--- config.mk ---
export PLATFORM = sky130hd
export DESIGN_NAME = regdst_hazard_pipe
export DESIGN_NICKNAME = d
export VERILOG_FILES = /design/src/rtl/regdst_hazard_pipe_pkg.sv /design/src/rtl/regdst_hazard_pipe_fwd_cmp.sv /design/src/rtl/regdst_hazard_pipe.sv
export SDC_FILE = /design/constraint.sdc
export NUM_CORES = 1
export LEC_CHECK = 0
export BUFFER_PORTS_ARGS = -buffer_cell sky130_fd_sc_hd__buf_2
export CAP_MARGIN = 40
export CELL_PAD_IN_SITES_DETAIL_PLACEMENT = 1
export CELL_PAD_IN_SITES_GLOBAL_PLACEMENT = 1
export CORE_MARGIN = 2
export CORE_UTILIZATION = 38
export CTS_BUF_LIST = sky130_fd_sc_hd__clkbuf_4 sky130_fd_sc_hd__clkbuf_8 sky130_fd_sc_hd__clkbuf_16
export DETAILED_ROUTE_END_ITERATION = 12
export PLACE_DENSITY_LB_ADDON = 0.12
export SLEW_MARGIN = 0
export SYNTH_ARGS = -nofsm -noshare
export SYNTH_HDL_FRONTEND = slang
export SYNTH_SLANG_ARGS = --single-unit
--- constraint.sdc ---
create_clock -name clk -period 1.7 [get_ports clk]
set_input_delay 0.17 -clock clk [delete_from_list [all_inputs] [get_ports clk]]
set_output_delay 0.17 -clock clk [all_outputs]
set_load 0.05 [all_outputs]
--- src/rtl/regdst_hazard_pipe_pkg.sv ---
// Shared constants for the destination-register tracking pipeline:
// EX forwarding-select encodings and the bit layout of a stage slot record.
package regdst_hazard_pipe_pkg;

    localparam logic [1:0] FWD_REG = 2'b00;
    localparam logic [1:0] FWD_WB  = 2'b01;
    localparam logic [1:0] FWD_MEM = 2'b10;

    // Slot record: {wreg, wen, valid}, with wreg occupying the top NREG_W bits.
    // The EX stage keeps its is_load flag and source fields alongside the record.
    localparam int SLOT_VALID    = 0;
    localparam int SLOT_WEN      = 1;
    localparam int SLOT_WREG_LSB = 2;

endpackage

--- src/rtl/regdst_hazard_pipe_fwd_cmp.sv ---
// Forwarding select for one EX operand: compares its source register against
// the MEM and WB destinations, with MEM taking priority and r0 never forwarding.
module fwd_cmp
    import regdst_hazard_pipe_pkg::*;
#(
    parameter int NREG_W = 5
) (
    input  logic [NREG_W-1:0] src,
    input  logic              uses,
    input  logic              mem_valid,
    input  logic              mem_wen,
    input  logic [NREG_W-1:0] mem_wreg,
    input  logic              wb_valid,
    input  logic              wb_wen,
    input  logic [NREG_W-1:0] wb_wreg,
    output logic [1:0]        sel
);

    logic src_live;
    logic mem_hit;
    logic wb_hit;

    assign src_live = uses && (src != '0);
    assign mem_hit  = src_live && mem_valid && mem_wen && (mem_wreg == src);
    assign wb_hit   = src_live && wb_valid && wb_wen && (wb_wreg == src);

    always_comb begin
        sel = FWD_REG;
        if (mem_hit) begin
            sel = FWD_MEM;
        end else if (wb_hit) begin
            sel = FWD_WB;
        end
    end

endmodule

--- src/rtl/regdst_hazard_pipe.sv ---
// Carries ID destination-register numbers through EX/MEM/WB, detects load-use
// hazards, drives the EX forwarding selects and the register-file write port.
module regdst_hazard_pipe
    import regdst_hazard_pipe_pkg::*;
#(
    parameter int NREG_W = 5,
    parameter int CNT_W  = 16
) (
    input  logic              clk,
    input  logic              rst_n,
    input  logic              id_valid,
    input  logic [NREG_W-1:0] id_rs,
    input  logic [NREG_W-1:0] id_rt,
    input  logic              id_uses_rs,
    input  logic              id_uses_rt,
    input  logic [NREG_W-1:0] id_wreg,
    input  logic              id_wen,
    input  logic              id_is_load,
    input  logic              ex_flush,
    output logic              stall,
    output logic [1:0]        ex_fwd_a,
    output logic [1:0]        ex_fwd_b,
    output logic [NREG_W-1:0] wb_wreg,
    output logic              wb_wen,
    output logic [CNT_W-1:0]  stall_cnt
);

    localparam int SLOT_W = NREG_W + 2;

    logic [SLOT_W-1:0] ex_slot_reg, mem_slot_reg, wb_slot_reg;
    logic [SLOT_W-1:0] ex_slot_next;
    logic              ex_is_load_reg;
    logic [NREG_W-1:0] ex_rs_reg, ex_rt_reg;
    logic              ex_uses_rs_reg, ex_uses_rt_reg;
    logic [CNT_W-1:0]  stall_cnt_reg, stall_cnt_next;

    logic [NREG_W-1:0] ex_wreg, mem_wreg;
    logic              haz;
    logic              ex_take;

    assign ex_wreg  = ex_slot_reg[SLOT_WREG_LSB +: NREG_W];
    assign mem_wreg = mem_slot_reg[SLOT_WREG_LSB +: NREG_W];

    assign haz = ex_slot_reg[SLOT_VALID] && ex_slot_reg[SLOT_WEN] && ex_is_load_reg
              && (ex_wreg != '0) && id_valid
              && ((id_uses_rs && (id_rs == ex_wreg)) || (id_uses_rt && (id_rt == ex_wreg)));

    // A flushed ID instruction is discarded anyway, so it must not also stall.
    assign stall   = haz && !ex_flush;
    assign ex_take = id_valid && !stall && !ex_flush;

    assign ex_slot_next   = ex_take ? {id_wreg, id_wen, 1'b1} : '0;
    assign stall_cnt_next = (stall && (stall_cnt_reg != '1)) ? stall_cnt_reg + CNT_W'(1)
                                                             : stall_cnt_reg;

    always_ff @(posedge clk or negedge rst_n) begin
        if (!rst_n) begin
            ex_slot_reg    <= '0;
            mem_slot_reg   <= '0;
            wb_slot_reg    <= '0;
            ex_is_load_reg <= 1'b0;
            ex_rs_reg      <= '0;
            ex_rt_reg      <= '0;
            ex_uses_rs_reg <= 1'b0;
            ex_uses_rt_reg <= 1'b0;
            stall_cnt_reg  <= '0;
        end else begin
            wb_slot_reg    <= mem_slot_reg;
            mem_slot_reg   <= ex_slot_reg;
            ex_slot_reg    <= ex_slot_next;
            ex_is_load_reg <= ex_take && id_is_load;
            ex_rs_reg      <= ex_take ? id_rs : '0;
            ex_rt_reg      <= ex_take ? id_rt : '0;
            ex_uses_rs_reg <= ex_take && id_uses_rs;
            ex_uses_rt_reg <= ex_take && id_uses_rt;
            stall_cnt_reg  <= stall_cnt_next;
        end
    end

    fwd_cmp #(.NREG_W(NREG_W)) u_fwd_a (
        .src       (ex_rs_reg),
        .uses      (ex_uses_rs_reg),
        .mem_valid (mem_slot_reg[SLOT_VALID]),
        .mem_wen   (mem_slot_reg[SLOT_WEN]),
        .mem_wreg  (mem_wreg),
        .wb_valid  (wb_slot_reg[SLOT_VALID]),
        .wb_wen    (wb_slot_reg[SLOT_WEN]),
        .wb_wreg   (wb_wreg),
        .sel       (ex_fwd_a)
    );

    fwd_cmp #(.NREG_W(NREG_W)) u_fwd_b (
        .src       (ex_rt_reg),
        .uses      (ex_uses_rt_reg),
        .mem_valid (mem_slot_reg[SLOT_VALID]),
        .mem_wen   (mem_slot_reg[SLOT_WEN]),
        .mem_wreg  (mem_wreg),
        .wb_valid  (wb_slot_reg[SLOT_VALID]),
        .wb_wen    (wb_slot_reg[SLOT_WEN]),
        .wb_wreg   (wb_wreg),
        .sel       (ex_fwd_b)
    );

    assign wb_wreg   = wb_slot_reg[SLOT_WREG_LSB +: NREG_W];
    assign wb_wen    = wb_slot_reg[SLOT_VALID] && wb_slot_reg[SLOT_WEN];
    assign stall_cnt = stall_cnt_reg;

endmodule

Word level (Yosys, flattened, before mapping)
Index checks and enable logic that the tools add are counted.
{ "op_classes": {"add_sub_neg": 1, "n_eq_ne": 7, "n_mux": 7, "n_reduce_logical": 35} }
{ "op_table": {"columns": ["operator", "count"], "rows": [
  ["$eq 5x5->1", 6],
  ["$logic_and 1x1->1", 29],
  ["$add 16x1->16 const B", 1],
  ["$ne 16x16->1 const B", 1],
  ["$reduce_bool 5->1", 3],
  ["$mux 5", 2],
  ["$mux 7", 1],
  ["$mux 2", 2],
  ["$logic_not 1->1", 2],
  ["$mux 1", 2],
  ["$logic_or 1x1->1", 1]
]} }
{ "word_totals": {"register_bits": 50, "inputBits": 23, "output_inout_bits": 27, "word_cells": 59} }

Depth between registers and ports, before layout
Gate-level depths: netlist of run 1.
{ "logic_depth": {"ltp_word": 10, "depth_mapped": 6, "ltp_nobuf": 6} }

By module
Synthesis of run 1 repeated with hierarchy kept, for this count alone.
{ "hier_totals": {"hier_cells": 198, "hier_area_um2": 2391.0} }
{ "modules_own_cells": {"columns": ["module", "n_inst", "cells_each", "area_per_inst_um2", "seq_area_each_um2"], "rows": [
  ["regdst_hazard_pipe", 1, 160, 2078.2, 1251.2],
  ["fwd_cmp", 2, 19, 156.4, 0.0]
]} }

Worst setup path after synthesis of run 1
No wires, ideal clock.
{ "synth_path": {"path_kind": "register -> output", "from": "register ex_rs_reg[0]", "to": "output ex_fwd_a[0]", "arrival_ns": 2.275, "required_ns": 1.530, "slack_ns": -0.745, "stages_incl_launch_ff": 5, "n_path_buf": 0, "path_cell_list": "dfrtp_1 > or4_1 > o21ai_0 > nor4_1 > nor3_1"} }
{ "synth_via": {"word_cells_on_any_way": 12, "cone_classes": "eq/ne (2); mux (2); reduce/logical (8)"} }
{ "synth_lines": {"columns": ["item", "line_no", "rtl"], "rows": [
  ["from (decl)", "regdst_hazard_pipe.sv:33", "logic [NREG_W-1:0] ex_rs_reg, ex_rt_reg;"],
  ["from (signal assigned)", "regdst_hazard_pipe.sv:72", "ex_rs_reg <= ex_take ? id_rs : '0;"],
  ["$reduce_bool 5->1", "regdst_hazard_pipe_fwd_cmp.sv:23", "assign src_live = uses && (src != '0);"],
  ["$logic_and 1x1->1", "regdst_hazard_pipe_fwd_cmp.sv:23", null],
  ["$logic_and 1x1->1 (2 in series)", "regdst_hazard_pipe_fwd_cmp.sv:24", "assign mem_hit = src_live && mem_valid && mem_wen && (mem_wreg == src);"],
  ["$logic_and 1x1->1 (*)", "regdst_hazard_pipe_fwd_cmp.sv:24", null],
  ["net u_fwd_a.mem_hit", "regdst_hazard_pipe_fwd_cmp.sv:20", "logic mem_hit;"],
  ["$mux 2 (*)", "regdst_hazard_pipe_fwd_cmp.sv:29", "if (mem_hit) begin"],
  ["to (decl)", "regdst_hazard_pipe.sv:21", "output logic [1:0] ex_fwd_a,"]
]} }
The timed path passes the listed nets; every way through them passes the cells marked *.

Worst setup path in the final report of run 1
{ "layout_path": {"from": "register ex_rt_reg[0]", "to": "output ex_fwd_b[0]"} }
{ "layout_via": {"elab_chain_cells": 7, "word_cells_on_any_way": 12, "cone_classes": "eq/ne (2); mux (2); reduce/logical (8)"} }
{ "layout_lines": {"columns": ["item", "line_no", "rtl"], "rows": [
  ["from (decl)", "regdst_hazard_pipe.sv:33", null],
  ["from (signal assigned)", "regdst_hazard_pipe.sv:73", "ex_rt_reg <= ex_take ? id_rt : '0;"],
  ["$reduce_bool 5->1", "regdst_hazard_pipe_fwd_cmp.sv:23", null],
  ["$logic_and 1x1->1", "regdst_hazard_pipe_fwd_cmp.sv:23", null],
  ["$logic_and 1x1->1 (3 in series)", "regdst_hazard_pipe_fwd_cmp.sv:25", "assign wb_hit = src_live && wb_valid && wb_wen && (wb_wreg == src);"],
  ["$mux 1", "regdst_hazard_pipe_fwd_cmp.sv:31", "end else if (wb_hit) begin"],
  ["$mux 2 (*)", "regdst_hazard_pipe_fwd_cmp.sv:29", null],
  ["to (decl)", "regdst_hazard_pipe.sv:22", "output logic [1:0] ex_fwd_b,"]
]} }
Mark *: on every way between the ends. The rest lies on a longest branch, timed or not.

==> results of run 1 <==
## layer usage
layer | track usage, % | up-vias
met2 | 36.36 | 42
met1 | 27.39 | 931
li1 | - | 844
met3 | 4.556 | 13
met5 | 0 | -
met4 | 5.763 | 0
## power by group
part	switching (mW)	total (mW)	internal, mW
clock	0.419	0.858	0.438
combinational	0.150	0.308	0.158
sequential	0.0391	1.26	1.22
## worst paths after layout
check,startpoint,to,cells after the start
setup / recovery,ex_rt_reg[0],ex_fwd_b[0],5
hold reg to reg,mem_slot_reg[1],wb_slot_reg[1],0
hold / removal,id_is_load,ex_is_load_reg,2
setup reg to reg,ex_slot_reg[4],stall_cnt[12],7
min in group asynchronous,rst_n,ex_rt_reg[1],3
max in group asynchronous,rst_n,stall_cnt[9],3
## layout make-up
class,instances,share of cell area (%)
Multi-Input combinational cell,130,37.29
Sequential cell,50,35.19
Timing Repair Buffer,100,21.51
Tap cell,75,2.577
Clock buffer,5,1.890
Clock inverter,3,1.237
Inverter,3,0.3093
## cell usage in the layout (no fill, tap or decap), types with 2 or more instances in the layout
cell | synthesis | layout
clkinvlp_4 | 0 | 2
inv_1 | 3 | 2
buf_16 | 0 | 2
buf_4 | 2 | 33
xor2_1 | 13 | 12
nor4b_4 | 0 | 2
nor3_4 | 0 | 2
dfrtp_1 | 50 | 26
and3_1 | 7 | 7
buf_8 | 0 | 2
buf_2 | 2 | 44
nand3_2 | 0 | 4
xnor2_2 | 0 | 12
buf_6 | 0 | 16
dfrtp_2 | 0 | 24
nor4_2 | 1 | 2
or4_4 | 0 | 2
nor4_4 | 0 | 4
o21ai_4 | 0 | 2
nand3_1 | 15 | 7
nand2_1 | 6 | 5
nand4_1 | 10 | 10
and2_4 | 0 | 20
buf_12 | 0 | 2
nor2_1 | 2 | 2
xnor2_1 | 31 | 19
nand3_4 | 0 | 4
clkbuf_8 | 0 | 5
## critical path, stage by stage (launching register included)
cell     delay [ps]
dfrtp_1         420
or4_4           560
o21ai_4         200
nor4_4           80
nor3_4          120
buf_6           180
## metrics by stage
stage | utilization (%) | cell area [um^2] | power (mW) | hold slack, ps
after detailed placement | 50.41 | 2949 | 1.497 | 320.0
final | 62.23 | 3641 | 2.427 | 89.93
after floorplan | - | 2345 | 1.382 | -125.6
after global placement | 50.41 | 2949 | 1.491 | 312.5
after CTS | 57.25 | 3349 | 2.393 | 53.97
after global routing | 62.23 | 3641 | 2.525 | 68.61
## cells by family after synthesis
kind of cell    synth area share (%)
mux                            1.161
simple gates                   20.90
xor+xnor                       17.03
flops                          55.28
fa+ha+maj                     0.5527
compound gates                 3.261
buf+inv                        1.824
## timing repair
action,CTS,global route
endpoints found under the setup margin,30,40
resized for setup,36,62
hold buffers,1,0
hold endpoints to repair,50,0
pin swaps,18,45
gates cloned,3,0
setup buffers,8,3
## synthesized netlist by cell type (2+ instances only)
cell | n | area share [%]
and3_1 | 7 | 1.9
nor4_1 | 5 | 1.4
nor2_1 | 2 | 0.33
buf_2 | 2 | 0.44
dfrtp_1 | 50 | 55
nor3_1 | 2 | 0.44
nor4b_2 | 2 | 1.3
o21ai_0 | 2 | 0.44
nand3_1 | 15 | 3.3
nand2_1 | 6 | 0.99
xor2_1 | 13 | 5.0
buf_4 | 2 | 0.66
or4_1 | 2 | 0.66
xnor2_1 | 31 | 12
inv_1 | 3 | 0.50
and2_1 | 21 | 5.8
nand4_1 | 10 | 2.8
==> metrics.txt, run 1 <==
post-synthesis async set-or-reset flop share=100.0%; H-tree levels=2; layout cells sized above 1=68.04%; Core ar.=5851 um^2; Clock Sinks=50; GPL Wtd Cong=0.7721; post-synth cell types=30; vias=1830; WL met3=241 um; Placed Cells=343; max reg flops=16; final wirelength=6522 um; clock period minus worst slack=2043 ps; PD cells=666.6 nW/um^2; die height=81.18 um; Synth Warn #=0; initial DRC count=31; sequential-to-total area share from yosys stat=55.28%; Reg area=1281 um^2; Core Rows=28; Clock Skew=10.23 ps; final setup TNS=-1689 ps; clock slew at reported path FFs=100 ps; post-route DRC violation count=0; Clock Latency Late Sink=310 ps; mapped cell area=2263 um^2; Synth Flop Type=dfrtp_1; Via-to-Cell Ratio=5.000; die width=81.18 um; NumNets Final=314; Clock Path Buffers=2; crit start category=register; dpl ws=-151.0 ps; Mapped Cells=188; largest net degree at the start of global routing=51; final worst slack=-342.6 ps; Crit. End Element=output port; Layout area overhead=60.86%; Pleak=1.772 nW; Tot GR Track Use=21.29%; I/O Pins=50; endpoints failing hold=0; Final Instance Count excl. Fillers=366; CTS tree=built; fin crit share=120.2%; vias in the first global route=1964; Max VDD drop=0.4054 mV; Metal-1 WL=2767 um; first drt pass iteration count=4; synthesized area per cell=12.04 um^2; max layer used=met4; status=complete, but fails checks; Worst slew margin=57.97%; TritonCTS Buffers=5; drt wl/cell=17.82 um; synthesized flop and latch total=50; CP Max Fanout=3; Syn Nets=212; final setup vio count=15; Reg2Reg Setup Slack=-80 ps; hold crit path type=in2reg; Multi-input gate area=1358 um^2; Crit Path Category=reg2out; met2 WL=3412 um; ANT nets after route=0; Slew @ Worst Pin=630.5 ps; Initial Util=38.69%; initial antenna violation count=0; number of synthesized flops with an enable pin=0; clock root buffer=clkbuf_8; fill cell count=610; ANT cells=0; unrepaired setup endpoints after global routing=true; fin. max-slew vios=0; failing checks=negative setup slack; Port-buffer cells=49; grt ovf=0; CP arrival=1870 ps; first-pass GRT wire length=10310 um; FMAX=0.4896 GHz; worst path required time=1530 ps; Die Area=6589 um^2; DPL Wire Length=4365 um; MaxCap Viol Count=0
(Power assumes the default switching activity.)
==> run 2: changes to the inputs <==
--- a/config.mk
+++ b/config.mk
@@ -10,11 +10,12 @@
 export CELL_PAD_IN_SITES_DETAIL_PLACEMENT = 1
 export CELL_PAD_IN_SITES_GLOBAL_PLACEMENT = 1
 export CORE_MARGIN = 2
-export CORE_UTILIZATION = 38
+export CORE_UTILIZATION = 39
 export CTS_BUF_LIST = sky130_fd_sc_hd__clkbuf_4 sky130_fd_sc_hd__clkbuf_8 sky130_fd_sc_hd__clkbuf_16
 export DETAILED_ROUTE_END_ITERATION = 12
 export PLACE_DENSITY_LB_ADDON = 0.12
 export SLEW_MARGIN = 0
 export SYNTH_ARGS = -nofsm -noshare
 export SYNTH_HDL_FRONTEND = slang
+export SYNTH_HIERARCHICAL = 1
 export SYNTH_SLANG_ARGS = --single-unit
==> run 2 against run 1 <==
The run still ends with negative setup slack left. Worst hold slack lost 17 ps. Largest power group unchanged. Die area rose by 2.8%. Sequential share of layout area increased by 1.6 points. Critical endpoint is now stall. Count of clock-buffer cells in the layout rose by 1. Via count shrank 3.6%. Worst setup slack improved by 62 ps. Flip-flop and latch count did not move. Clock power is 16% lower. Design area shrank 5.5%. Combinational power is 7.8% lower.
==> metrics.txt, run 2 <==
area fraction in compound gates after synthesis=3.454%; H-tree levels=2; drt wl/cell=16.58 um; final worst slack=-280.5 ps; FF-to-FF Start=ex_slot_reg[4]; Layout Utilization=58.14%; Pleak=1.565 nW; post-route DRC violation count=0; number of synthesized flops with an enable pin=0; Slew @ Worst Pin=626.4 ps; Core ar.=5921 um^2; Adder-Cell Fraction of Synth Area=0.5233%; synthesized flop and latch total=50; initial antenna violation count=0; ANT cells=0; CTS tree=built; NumNets Final=302; first drt pass iteration count=4; sequential-to-total area share from yosys stat=52.33%; layout cells sized above 1=52.69%; final setup TNS=-5343 ps; die width=82.30 um; Worst slew margin=58.24%; GPL Wtd Cong=0.8043; max reg flops=16; Core Rows=28; Reg area=1267 um^2; Layout area overhead=43.96%; Crit. End Element=output port; largest net degree at the start of global routing=51; initial DRC count=61; MaxCap Viol Count=0; I/O Pins=50; Die Area=6773 um^2; hold crit path type=in2reg; Max VDD drop=0.3806 mV; Mapped Cells=198; worst path required time=1530 ps; CP Max Fanout=2; Synth Flop Type=dfrtp_1; Reg2Reg Depth=5; die height=82.30 um; status=complete, but fails checks; largest cells by area after synthesis=dfrtp_1 (52%), xnor2_1 (15%), and2_1 (5.5%); Multi-input gate area=1351 um^2; Yosys top cell area share=52.33%; most common cell after layout, fill and taps aside=buf_2; crit start category=register; commonest cells after routing, fill and taps aside=buf_2 (44), dfrtp_1 (37), xnor2_1 (29); unrepaired setup endpoints after global routing=true; Syn Nets=222; xor/xnor share of the synthesized area=15.75%; failing checks=negative setup slack; Clock Path Buffers=2; fin. max-slew vios=0; cell with the most instances after synthesis=dfrtp_1; Clock Skew=6.806 ps; DPL Wire Length=4327 um; Via-to-Cell Ratio=4.986; mux cell area share after synthesis=1.413%; r2r endpoint=stall_cnt[14]; grt ovf=0; most frequent cells after synthesis=dfrtp_1 (50), xnor2_1 (42), and2_1 (21); area leader, netlist=dfrtp_1; Clock Latency Late Sink=290 ps; CP arrival=1810 ps; PD cells=656.2 nW/um^2; post-synth cell types=32; first-pass GRT wire length=9225 um; fill cell count=616; synthesized area per cell=12.08 um^2; Port-buffer cells=49; Synth Warn #=6; largest family of logic cells by synthesized area=simple AND/OR/NAND/NOR gates; post-synthesis async set-or-reset flop share=100.0%; clock slew at reported path FFs=90 ps; vias=1765; Initial Util=40.38%; ANT nets after route=0; Crit Path Category=reg2out; TritonCTS Buffers=5; final setup vio count=38; endpoints failing hold=0; dpl ws=-125.1 ps; fin crit share=116.5%; hold wc startpoint=id_wreg[3]; vias in the first global route=1815; clock root buffer=clkbuf_8; Simple-Gate Fraction of Synth Area=23.02%; final wirelength=5871 um; clock period minus worst slack=1981 ps; worst hold path endpoint=ex_slot_reg[5]; Worst Hold Depth=2; mapped cell area=2391 um^2; FMAX=0.5049 GHz; Reg2Reg Setup Slack=-190 ps; Tot GR Track Use=18.37%; Clock Sinks=50
[run 2: changes by cell type after synthesis, sizes merged, moves of 3 or more]
cell / previous run / this run
buf: 4 / 10
nor3: 2 / 8
nand4: 10 / 19
nor4: 6 / 3
xnor2: 31 / 42
xor2: 13 / 1
[run 2: how the worst max path moves through the flow]
| stage | startpoint | to | cells past startpoint |
|---|---|---|---|
| after floorplan | stall_cnt[0] | stall_cnt[1] | 6 |
| after global placement | ex_slot_reg[5] | stall_cnt[13] | 5 |
| after detailed placement | ex_slot_reg[2] | stall_cnt[13] | 6 |
| after CTS | ex_slot_reg[4] | stall | 4 |
| after global routing | ex_rs_reg[1] | ex_fwd_a[0] | 5 |
| final | ex_slot_reg[4] | stall | 4 |
[run 2: power breakdown]
group / switching [mW] / total, mW / internal (mW)
clock: 0.393 / 0.720 / 0.328
combinational: 0.147 / 0.284 / 0.137
sequential: 0.0345 / 1.25 / 1.22
[run 2: final cells by class]
| class | instances | area share [%] |
|---|---|---|
| clock inverter | 2 | 0.3635 |
| clock buffer | 6 | 2.399 |
| sequential | 50 | 36.82 |
| tap | 75 | 2.726 |
| inverter | 1 | 0.1091 |
| multi-input combinational | 137 | 39.26 |
| timing repair buffer | 83 | 18.32 |
[run 2: metal layers]
layer	global-route usage, %	part of all wire, %	vias up
met5	0	0	-
met4	6.333	1.6	0
met3	3.261	3.2	8
met2	28.87	49	42
met1	25.56	46	868
li1	-	-	847
[run 2: what timing repair did]
item                                    in CTS  in global routing
pin swaps                                   11                 25
gates cloned                                 0                  2
hold buffers                                 1                  0
endpoints found under the hold margin       41                  0
gates resized for setup                     29                 37
endpoints found under the setup margin      37                 41
setup buffers                                4                  2
[run 2: cell families (layout without fill, tap and decap cells)]
logic type,count (synthesis),count (layout)
AO/OA/AOI/OAI,5,5
XOR/XNOR,43,43
adder cells (fa/ha/maj),1,1
buffers and inverters,11,92
flip-flops,50,50
multiplexers,3,3
AND/OR/NAND/NOR,85,85
[run 2: worst max-delay path, stage by stage, from the launching register on]
cell and delay [ps]:
dfrtp_1 400, or4_4 570, o211a_4 260, and2_4 140
buf_8 140
[run 2: per-stage QoR]
step | cell area [um^2] | hold WS [ps] | std cells | power, mW
after CTS | 3214 | 59.09 | 351 | 2.288
after detailed placement | 2943 | 320.5 | 338 | 1.535
after global placement | 2943 | 308.7 | 338 | 1.525
after floorplan | 2464 | -125.6 | 198 | 1.419
after global routing | 3442 | 67.72 | 354 | 2.362
final | 3442 | 73.25 | 354 | 2.259
==> run 3: changes to the inputs <==
--- a/config.mk
+++ b/config.mk
@@ -5,17 +5,20 @@
 export SDC_FILE = /design/constraint.sdc
 export NUM_CORES = 1
 export LEC_CHECK = 0
+export ABC_AREA = 1
 export BUFFER_PORTS_ARGS = -buffer_cell sky130_fd_sc_hd__buf_2
 export CAP_MARGIN = 40
 export CELL_PAD_IN_SITES_DETAIL_PLACEMENT = 1
 export CELL_PAD_IN_SITES_GLOBAL_PLACEMENT = 1
 export CORE_MARGIN = 2
-export CORE_UTILIZATION = 39
+export CORE_UTILIZATION = 36
 export CTS_BUF_LIST = sky130_fd_sc_hd__clkbuf_4 sky130_fd_sc_hd__clkbuf_8 sky130_fd_sc_hd__clkbuf_16
 export DETAILED_ROUTE_END_ITERATION = 12
 export PLACE_DENSITY_LB_ADDON = 0.12
+export SETUP_SLACK_MARGIN = 0.5
 export SLEW_MARGIN = 0
 export SYNTH_ARGS = -nofsm -noshare
 export SYNTH_HDL_FRONTEND = slang
 export SYNTH_HIERARCHICAL = 1
 export SYNTH_SLANG_ARGS = --single-unit
+export TNS_END_PERCENT = 5
==> run 3 against run 2 <==
The flow still finishes with violations (negative setup slack). Worst setup slack improved by 210 ps. Core utilization decreased by 10 points. Clock power up 21%. Largest power group unchanged. First-iteration DRC count up 15%.
==> metrics.txt, run 3 <==
Clock Skew=4.967 ps; largest net degree at the start of global routing=29; failing checks=negative setup slack; largest cells by area after synthesis=dfrtp_1 (44%), nand2_1 (16%), inv_1 (10%); mapped cell area=2854 um^2; Slew @ Worst Pin=619.1 ps; Core Rows=32; WL met3=193 um; area fraction in compound gates after synthesis=3.551%; Clock Path Buffers=2; dpl ws=50.02 ps; Simple-Gate Fraction of Synth Area=35.99%; r2r endpoint=stall_cnt[0]; Synth Warn #=6; H-tree levels=2; commonest cells after routing, fill and taps aside=nand2_1 (108), inv_1 (77), dfrtp_1 (40); Metal-1 WL=3741 um; Reg2Reg Depth=10; final setup vio count=1; cell with the most instances after synthesis=nand2_1; worst path required time=1530 ps; synthesized flop and latch total=50; synthesized area per cell=7.171 um^2; Mapped Cells=398; Die Area=8656 um^2; post-route DRC violation count=0; post-synthesis async set-or-reset flop share=100.0%; fill cell count=1014; PD cells=648.6 nW/um^2; drt wl/cell=13.52 um; die height=93.04 um; hold wc startpoint=id_wreg[2]; MaxCap Viol Count=0; Reg2Reg Setup Slack=50 ps; first drt pass iteration count=4; endpoints failing hold=0; Syn Nets=422; Critical Path, Cell by Cell=inv_2 -> nand2_2 -> nand2_1 -> nor2_2 -> nand3_2 -> a21oi_4 -> buf_6; post-synth cell types=24; CTS tree=built; NumNets Final=490; FF-to-FF Start=ex_slot_reg[6]; layout cells sized above 1=32.55%; slowest cell delay on critical path=440 ps; GPL Wtd Cong=0.8190; final worst slack=-70.50 ps; DPL Wire Length=6055 um; Crit Path Category=reg2out; Layout Utilization=48.03%; vias in the first global route=2577; initial DRC count=70; crit path from=ex_slot_reg[6]; area leader, netlist=dfrtp_1; Port-buffer cells=49; Tot GR Track Use=18.64%; Max VDD drop=0.3845 mV; xor/xnor share of the synthesized area=1.534%; final wirelength=7695 um; max layer used=met4; CP arrival=1600 ps; TritonCTS Buffers=5; Final Instance Count excl. Fillers=569; hold crit path type=in2reg; crit start category=register; Clock Latency Late Sink=300 ps; clock period minus worst slack=1771 ps; die width=93.04 um; Via-to-Cell Ratio=4.453; Initial Util=37.13%; Yosys top cell area share=43.84%; Pleak=1.973 nW; largest family of logic cells by synthesized area=simple AND/OR/NAND/NOR gates; Worst slew margin=58.73%; initial antenna violation count=0; max reg flops=16; clock root buffer=clkbuf_8; first-pass GRT wire length=12630 um; Synth Flop Type=dfrtp_1; met2 WL=3728 um; I/O Pins=50; status=complete, but fails checks; unrepaired setup endpoints after global routing=true; Placed Cells=553; mux cell area share after synthesis=0%; ANT cells=0; FMAX=0.5648 GHz; CP Max Fanout=5; fin crit share=104.1%; clock slew at reported path FFs=100 ps; ANT nets after route=0; Clock Sinks=50; vias=2534; Adder-Cell Fraction of Synth Area=0.4384%; most common cell after layout, fill and taps aside=nand2_1; slowest stage cell, crit path=dfrtp_1; fin. max-slew vios=0; Layout area overhead=29.37%; most frequent cells after synthesis=nand2_1 (119), inv_1 (78), dfrtp_1 (50); worst setup path end=stall; grt ovf=0; Core ar.=7687 um^2; Crit. End Element=output port; number of synthesized flops with an enable pin=0; sequential-to-total area share from yosys stat=43.84%
[run 3: changes by cell type after synthesis, moves of 5 or more]
cell      before  now
and2_1        21    0
and3_1         5    0
inv_1          1   78
inv_2          0    9
nand2_1        5  119
nand3_1       14   33
nand4_1       18    1
nor2_1         1   47
nor2_2         2   17
o21bai_1       0    8
xnor2_1       42    1
[run 3: how the worst min path moves through the flow]
stage                                 to  cells past startpoint
final                     ex_slot_reg[4]                      3
after global routing      ex_slot_reg[6]                      3
after CTS                 ex_slot_reg[4]                      3
after detailed placement    stall_cnt[6]                      1
after global placement    ex_slot_reg[2]                      1
after floorplan           ex_is_load_reg                      0
[run 3: cell type report]
cell class | instances | area [um^2] | area share [%]
inverters | 87 | 326.6 | 8.844
flip-flops and latches | 50 | 1264 | 34.23
clock buffers | 5 | 68.82 | 1.864
clock inverters | 3 | 43.79 | 1.186
multi-input cells | 250 | 1301 | 35.24
repair buffers | 72 | 560.5 | 15.18
well taps | 102 | 127.6 | 3.456
[run 3: metal layers]
metal	up-vias	GRT usage (%)
met5	-	0
met4	0	3.309
met3	2	3.062
met2	35	31.04
met1	1199	25.97
li1	1298	-
[run 3: repair_timing]
action,CTS,global route
hold buffers,1,0
endpoints found under the setup margin,49,55
hold endpoints to repair,22,0
pin swaps,14,10
buffers inserted,6,1
cloned,0,0
gates resized for setup,41,32
[run 3: worst max-delay path: cells and delay by family, from the launching register on]
kind                   cells  cell delay, ps
AO/OA/AOI/OAI              1             240
flip-flops                 1             440
buffers and inverters      2             270
AND/OR/NAND/NOR            4             350
[run 3: cell families after synthesis]
kind of cell	count (synthesis)
AND/OR/NAND/NOR	230
buffers and inverters	98
flip-flops	50
AO/OA/AOI/OAI	14
XOR/XNOR	5
adder cells (fa/ha/maj)	1
[run 3: where the power goes]
| part | leakage (nW) | internal, mW | switching, mW |
|---|---|---|---|
| clock | 0.0585 | 0.442 | 0.432 |
| combinational | 1.30 | 0.0997 | 0.163 |
| sequential | 0.618 | 1.22 | 0.0366 |
[run 3: per-stage QoR]
stage | total power [mW] | setup TNS [ps] | instance area (um^2) | hold WS (ps)
3_5_place_dp | 1.526 | 0 | 3319 | 231.5
4_1_cts | 2.420 | -74.02 | 3603 | 62.52
5_1_grt | 2.501 | -423.4 | 3692 | 70.46
2_1_floorplan | 1.420 | 0 | 2907 | -125.6
3_3_place_gp | 1.516 | 0 | 3319 | 225.2
6_report | 2.395 | -70.50 | 3692 | 68.34
